===== src/rtl/key_pkg.sv =====
// rtl/key_pkg.sv - shared state encoding and timing constants for the key conditioner
package key_pkg;

  // Per-channel debounce/repeat state
  typedef enum logic [1:0] {
    S_UP     = 2'd0,
    S_DN_CHK = 2'd1,
    S_HELD   = 2'd2,
    S_UP_CHK = 2'd3
  } key_state_t;

  // Board timing at 16 MHz: 20 ms debounce, 0.5 s first repeat, 0.2 s repeat rate
  localparam int KEY_DEB_CYC      = 320000;
  localparam int KEY_REPEAT_DELAY = 8000000;
  localparam int KEY_REPEAT_RATE  = 3200000;

  // Shortened timing so simulations finish in a few thousand cycles
  localparam int KEY_SIM_DEB_CYC      = 4;
  localparam int KEY_SIM_REPEAT_DELAY = 10;
  localparam int KEY_SIM_REPEAT_RATE  = 5;

  // Counter width able to hold 0..n-1; never narrower than one bit
  function automatic int key_cnt_w(input int n);
    return (n < 2) ? 1 : $clog2(n);
  endfunction

  // Larger of two cycle counts, used to size the shared repeat counter
  function automatic int key_max(input int a, input int b);
    return (a > b) ? a : b;
  endfunction

endpackage


===== src/rtl/key_channel.sv =====
// rtl/key_channel.sv - one button: synchroniser, debounce FSM and auto-repeat counter
module key_channel
  import key_pkg::*;
#(
  parameter int   DEB_CYC      = KEY_DEB_CYC,
  parameter int   REPEAT_DELAY = KEY_REPEAT_DELAY,
  parameter int   REPEAT_RATE  = KEY_REPEAT_RATE,
  parameter logic REPEAT_EN    = 1'b0
) (
  input  logic clk_16,
  input  logic rst_n,
  input  logic btn_n,
  output logic pulse,
  output logic level
);

  localparam int CNT_W = key_cnt_w(DEB_CYC);
  localparam int REP_W = key_cnt_w(key_max(REPEAT_DELAY, REPEAT_RATE));

  localparam logic [CNT_W-1:0] CNT_LAST   = CNT_W'(DEB_CYC - 1);
  localparam logic [REP_W-1:0] DELAY_LAST = REP_W'(REPEAT_DELAY - 1);
  localparam logic [REP_W-1:0] RATE_LAST  = REP_W'(REPEAT_RATE - 1);

  logic sync_meta;
  logic sync;

  key_state_t       state;
  key_state_t       state_nx;
  logic [CNT_W-1:0] cnt;
  logic [CNT_W-1:0] cnt_nx;
  logic [REP_W-1:0] rep;
  logic [REP_W-1:0] rep_nx;
  logic             first;
  logic             first_nx;
  logic             pulse_nx;
  logic             level_nx;
  logic             rep_hit;

  // Two-flop synchroniser; both stages reset to "released" so a key held
  // through reset is seen as a fresh press afterwards
  always_ff @(posedge clk_16 or negedge rst_n) begin
    if (!rst_n) begin
      sync_meta <= 1'b1;
      sync      <= 1'b1;
    end else begin
      sync_meta <= btn_n;
      sync      <= sync_meta;
    end
  end

  // First repeat waits the long delay, later ones use the faster rate
  assign rep_hit = (rep == (first ? DELAY_LAST : RATE_LAST));

  // Next-state logic: counters restart on every state entry, so they never
  // run past their compare values and need no saturation
  always_comb begin
    state_nx = state;
    cnt_nx   = cnt;
    rep_nx   = rep;
    first_nx = first;
    pulse_nx = 1'b0;
    case (state)
      S_UP: begin
        if (!sync) begin
          state_nx = S_DN_CHK;
          cnt_nx   = '0;
        end
      end
      S_DN_CHK: begin
        if (sync) begin
          state_nx = S_UP;
        end else if (cnt == CNT_LAST) begin
          state_nx = S_HELD;
          pulse_nx = 1'b1;
          rep_nx   = '0;
          first_nx = 1'b1;
        end else begin
          cnt_nx = cnt + 1'b1;
        end
      end
      S_HELD: begin
        if (sync) begin
          state_nx = S_UP_CHK;
          cnt_nx   = '0;
        end else if (REPEAT_EN) begin
          if (rep_hit) begin
            pulse_nx = 1'b1;
            rep_nx   = '0;
            first_nx = 1'b0;
          end else begin
            rep_nx = rep + 1'b1;
          end
        end
      end
      S_UP_CHK: begin
        // A short release glitch returns to S_HELD with the repeat
        // schedule paused rather than restarted
        if (!sync) begin
          state_nx = S_HELD;
        end else if (cnt == CNT_LAST) begin
          state_nx = S_UP;
        end else begin
          cnt_nx = cnt + 1'b1;
        end
      end
      default: begin
        state_nx = S_UP;
        cnt_nx   = '0;
      end
    endcase
  end

  // Debounced level follows the state being entered, registered with it
  assign level_nx = (state_nx == S_HELD) || (state_nx == S_UP_CHK);

  // State, counters and registered outputs
  always_ff @(posedge clk_16 or negedge rst_n) begin
    if (!rst_n) begin
      state <= S_UP;
      cnt   <= '0;
      rep   <= '0;
      first <= 1'b1;
      pulse <= 1'b0;
      level <= 1'b0;
    end else begin
      state <= state_nx;
      cnt   <= cnt_nx;
      rep   <= rep_nx;
      first <= first_nx;
      pulse <= pulse_nx;
      level <= level_nx;
    end
  end

endmodule


===== src/rtl/key_conditioner.sv =====
// rtl/key_conditioner.sv - N independent debounced push-button channels with pulse and level outputs
module key_conditioner
  import key_pkg::*;
#(
  parameter int               N_BTN        = 2,
  parameter int               DEB_CYC      = KEY_DEB_CYC,
  parameter int               REPEAT_DELAY = KEY_REPEAT_DELAY,
  parameter int               REPEAT_RATE  = KEY_REPEAT_RATE,
  parameter logic [N_BTN-1:0] REPEAT_EN    = {N_BTN{1'b0}}
) (
  input  logic             clk_16,
  input  logic             rst_n,
  input  logic [N_BTN-1:0] btn_n,
  output logic [N_BTN-1:0] pulse,
  output logic [N_BTN-1:0] level
);

  // Channels share nothing but clock and reset
  for (genvar i = 0; i < N_BTN; i++) begin : g_ch
    key_channel #(
      .DEB_CYC      (DEB_CYC),
      .REPEAT_DELAY (REPEAT_DELAY),
      .REPEAT_RATE  (REPEAT_RATE),
      .REPEAT_EN    (REPEAT_EN[i])
    ) u_ch (
      .clk_16 (clk_16),
      .rst_n  (rst_n),
      .btn_n  (btn_n[i]),
      .pulse  (pulse[i]),
      .level  (level[i])
    );
  end

endmodule


===== config.mk =====
export PLATFORM = sky130hd
export DESIGN_NAME = key_conditioner
export DESIGN_NICKNAME = d
export VERILOG_FILES = /design/src/rtl/key_pkg.sv /design/src/rtl/key_channel.sv /design/src/rtl/key_conditioner.sv
export SDC_FILE = /design/constraint.sdc
export NUM_CORES = 1
export LEC_CHECK = 0
export BUFFER_PORTS_ARGS = -buffer_cell sky130_fd_sc_hd__buf_2
export CAP_MARGIN = 20
export CORE_MARGIN = 2
export CORE_UTILIZATION = 35
export CTS_BUF_LIST = sky130_fd_sc_hd__clkbuf_2
export CTS_CLUSTER_SIZE = 40
export DETAILED_ROUTE_END_ITERATION = 7
export SLEW_MARGIN = 20
export SYNTH_ARGS = -nofsm -noshare
export SYNTH_HDL_FRONTEND = slang
export SYNTH_SLANG_ARGS = --single-unit

===== constraint.sdc =====
create_clock -name clk_16 -period 4.15 [get_ports clk_16]
set_clock_uncertainty 0.15 [all_clocks]
set_input_delay 0.415 -clock clk_16 [delete_from_list [all_inputs] [get_ports clk_16]]
set_output_delay 0.415 -clock clk_16 [all_outputs]
set_load 0.02 [all_outputs]

==> results_dict.tcl <==
set metrics [dict create \
    status "finished clean" \
    cp_cell_sequence "xor2_1, nor2_1, or4b_1, nand2_1" \
    grt_use_total_pct 13.4 \
    routed.top_layer "met4" \
    fmax_mhz 401 \
    holdPathStages 0 \
    synth_top_area_share_pct 44.0 \
    power_frac_comb_pct 6.3 \
    intPower_mw 0.572 \
    p_leak_nw 1.19 \
    wl_met2_um 2320 \
    synthMuxAreaShare_pct 0.813 \
    period_share_pct 60.2 \
    synth_xor_area_share_pct 5.64 \
    maxSlewHeadroom_pct 48.4 \
    crit_path_end_kind "flop" \
    cts_tree "built" \
    die_h_um 90.5 \
    ys_types 54 \
    crit_fanout 11 \
    post-place-ws_ns 1.72 \
    reg2reg_from "g_ch[0].u_ch.sync$_DFF_PN1_" \
    setup_viol 0 \
    hp-class "flop to flop" \
    grt_overflow 0 \
    p_seq_share_pct 66.0 \
    tightestPinTransition_ns 0.772 \
    coreArea_mm2 0.00725 \
    rows 31 \
    syn-num-nets 274 \
    ys.flop_type "dfrtp_1" \
    dp_cells 364 \
    power_frac_clock_pct 27.7 \
    ys_ff_latch 50 \
    diodes 0 \
    worstSetupPathType "flop to flop" \
    insertion_delay_ns 0.45 \
    critPathLaunchType "flop" \
    synth.avg_cell_area_um2 9.77 \
    syn_area_mm2 0.00262 \
    vias 2013 \
    reg2reg_slack_ns 1.65 \
    htree_levels 2 \
    synth.cells.most_frequent "dfrtp_1, nand2_1, nor2_1, o21ai_0" \
    power.total_mw 0.794 \
    totalWireLength_um 4960 \
    start_util_pct 36.1 \
    synth_simple_gate_area_share_pct 27.3 \
    synthCells 268 \
    io_pins 8 \
    yosysSeqAreaShare_pct 48.0 \
    syn_to_final_growth_pct 7.31 \
    ys_top_cells_by_area "dfrtp_1, nand2_1, dfstp_2" \
    grt_pass1_vias 1964 \
    ys.warnings.count 0 \
    slew_violations 0 \
    io_buffer_count 7 \
    dp_hpwl_um 3470 \
    ant_nets 0 \
    crit_slowest_cell "dfstp_2" \
    hold_end "g_ch[1].u_ch.sync$_DFF_PN1_" \
    cts-root-buf "clkbuf_2" \
    switching_power_mw 0.222 \
    wl_met3_um 141 \
    ir_drop_v 0.000218 \
    crit_arrival_ns 2.75 \
    drc 0 \
    post_cts_buffers 0 \
    post_drt_wl_per_cell_um 13.2 \
    first_pass_iters 4 \
    layout.cells.non_filler 375 \
    holdCritStartpoint "g_ch[1].u_ch.sync_meta$_DFF_PN1_" \
    wl_met1_um 2410 \
    swShare_pct 27.9 \
    grt_first_pass_wirelength_um 9080 \
    cts.reportedPaths.clkPinSlew_ns 0.28 \
    reg2reg_depth 4 \
    yosysTopAreaCell "dfrtp_1" \
    synth_async_sr_flop_share_pct 100 \
    nets 281 \
    min_period_ns 2.50 \
    setup_ws_ns 1.65 \
    grt_antenna_before_repair 0 \
    max_stage_delay_ns 0.64 \
    crit_buf_inv 0 \
    grt_max_degree 51 \
    crit_family "simple AND/OR/NAND/NOR gates" \
    synth_most_common_cell "dfrtp_1" \
    cap_viol_max_count 0 \
    powerDensity_mw_per_mm2 283 \
    synth_top_family_by_area "simple AND/OR/NAND/NOR gates" \
    drt_iter0_drc 160 \
    layout-drive-gt1-share_pct 11.6 \
    rr_endpoint "g_ch[0].u_ch.cnt[11]$_DFFE_PN0P_" \
    dieArea_mm2 0.00819 \
    vias_per_cell 5.37 \
    synth_edf_count 0 \
    synth_compound_area_share_pct 14.1 \
    hold_viol_final 0 \
    finalSetupTns_ns 0 \
    place.gp.congestion 0.793 \
    die_w_um 90.5 \
    clock_path_buffers 2 \
    synth_fa_ha_area_share_pct 0.956 \
    numCtsBuffers 5 \
    rsz0062_at_grt "false" \
    cp_data_required_time_ns 4.40 \
    clock_sinks 50 \
]
==> metrics by stage <==
stage / hold slack [ns] / utilization (%) / area, µm²
6_report: 0.228 / 38.7 / 2810
2_1_floorplan: -0.0306 / - / 2620
3_3_place_gp: 0.199 / 37.6 / 2730
4_1_cts: 0.230 / 38.7 / 2810
5_1_grt: 0.229 / 38.7 / 2810
3_5_place_dp: 0.200 / 37.6 / 2730
==> logic make-up (layout without fill, tap and decap cells) <==
| group | after synthesis | in the layout |
|---|---|---|
| AOI/OAI and AO/OA | 54 | 54 |
| xor gates and xnor gates | 16 | 16 |
| adders and majority gates | 2 | 2 |
| buffers and inverters | 16 | 24 |
| DFF | 50 | 50 |
| muxes | 2 | 2 |
| and+or+nand+nor | 128 | 128 |
==> state kept, by name (all words and copies together) (netlist names) <==
name                 count
g_ch.u_ch.cnt           38
g_ch.u_ch.state          4
g_ch.u_ch.level          2
g_ch.u_ch.pulse          2
g_ch.u_ch.sync           2
g_ch.u_ch.sync_meta      2
==> placed cells by master, fill, tap and decap left out, drive strengths merged, types with 2 or more instances in the layout <==
cell	count
a211oi	6
a31o	2
clkinv	2
nor3	9
o311ai	4
a31oi	3
dfrtp	46
nand4	12
and3	3
nand4bb	2
nand4b	2
ha	2
a22o	3
o21ai	17
xnor2	12
or4b	2
nand3b	2
nand2b	6
buf	9
or2	2
xor2	4
or3	5
inv	5
dfstp	4
dlygate4sd3	3
nor4	4
nand3	10
nand2	31
a21oi	11
clkbuf	5
nor2	26
or4	3
o31ai	2
and4	5
==> worst max path at each step <==
stage / startpoint / to / slack, ns / cells past startpoint
finish: g_ch[0].u_ch.sync$_DFF_PN1_ / g_ch[0].u_ch.cnt[11]$_DFFE_PN0P_ / 1.65 / 4
global route: g_ch[0].u_ch.sync$_DFF_PN1_ / g_ch[0].u_ch.cnt[11]$_DFFE_PN0P_ / 1.49 / 4
CTS: g_ch[0].u_ch.sync$_DFF_PN1_ / g_ch[0].u_ch.cnt[11]$_DFFE_PN0P_ / 1.64 / 4
detailed placement: g_ch[0].u_ch.sync$_DFF_PN1_ / g_ch[0].u_ch.cnt[11]$_DFFE_PN0P_ / 1.72 / 4
global placement: g_ch[0].u_ch.sync$_DFF_PN1_ / g_ch[0].u_ch.cnt[11]$_DFFE_PN0P_ / 1.75 / 4
floorplan: g_ch[0].u_ch.sync$_DFF_PN1_ / g_ch[0].u_ch.cnt[18]$_DFFE_PN0P_ / 2.14 / 6
==> layout make-up <==
type	instances	area (µm²)
Sequential cell	50	1260
Tap cell	99	124
Fill cell	734	4440
Multi-Input combinational cell	202	1280
Clock buffer	5	25.0
Timing Repair Buffer	12	80.1
Clock inverter	3	28.8
Inverter	4	15.0
==> metal layers <==
| metal | vias to the layer above | GRT usage, % |
|---|---|---|
| met1 | 974 | 18.5 |
| met2 | 30 | 20.5 |
| met4 | 0 | 5.64 |
| met5 | - | 0 |
| li1 | 1004 | - |
| met3 | 5 | 2.42 |
==> power groups by stage <==
stage                     clock network [mW]  logic [mW]  registers [mW]
after floorplan                            0      0.0322           0.524
after global placement                     0      0.0486           0.530
after detailed placement                   0      0.0492           0.531
after CTS                              0.235      0.0516           0.524
after global routing                   0.259      0.0585           0.528
final                                  0.220      0.0499           0.524
==> what timing repair did <==
action	in CTS	in global routing
hold endpoints to repair	48	0
gates resized for setup	0	0
hold buffers	3	0
Power figures use the tool's default switching activity.
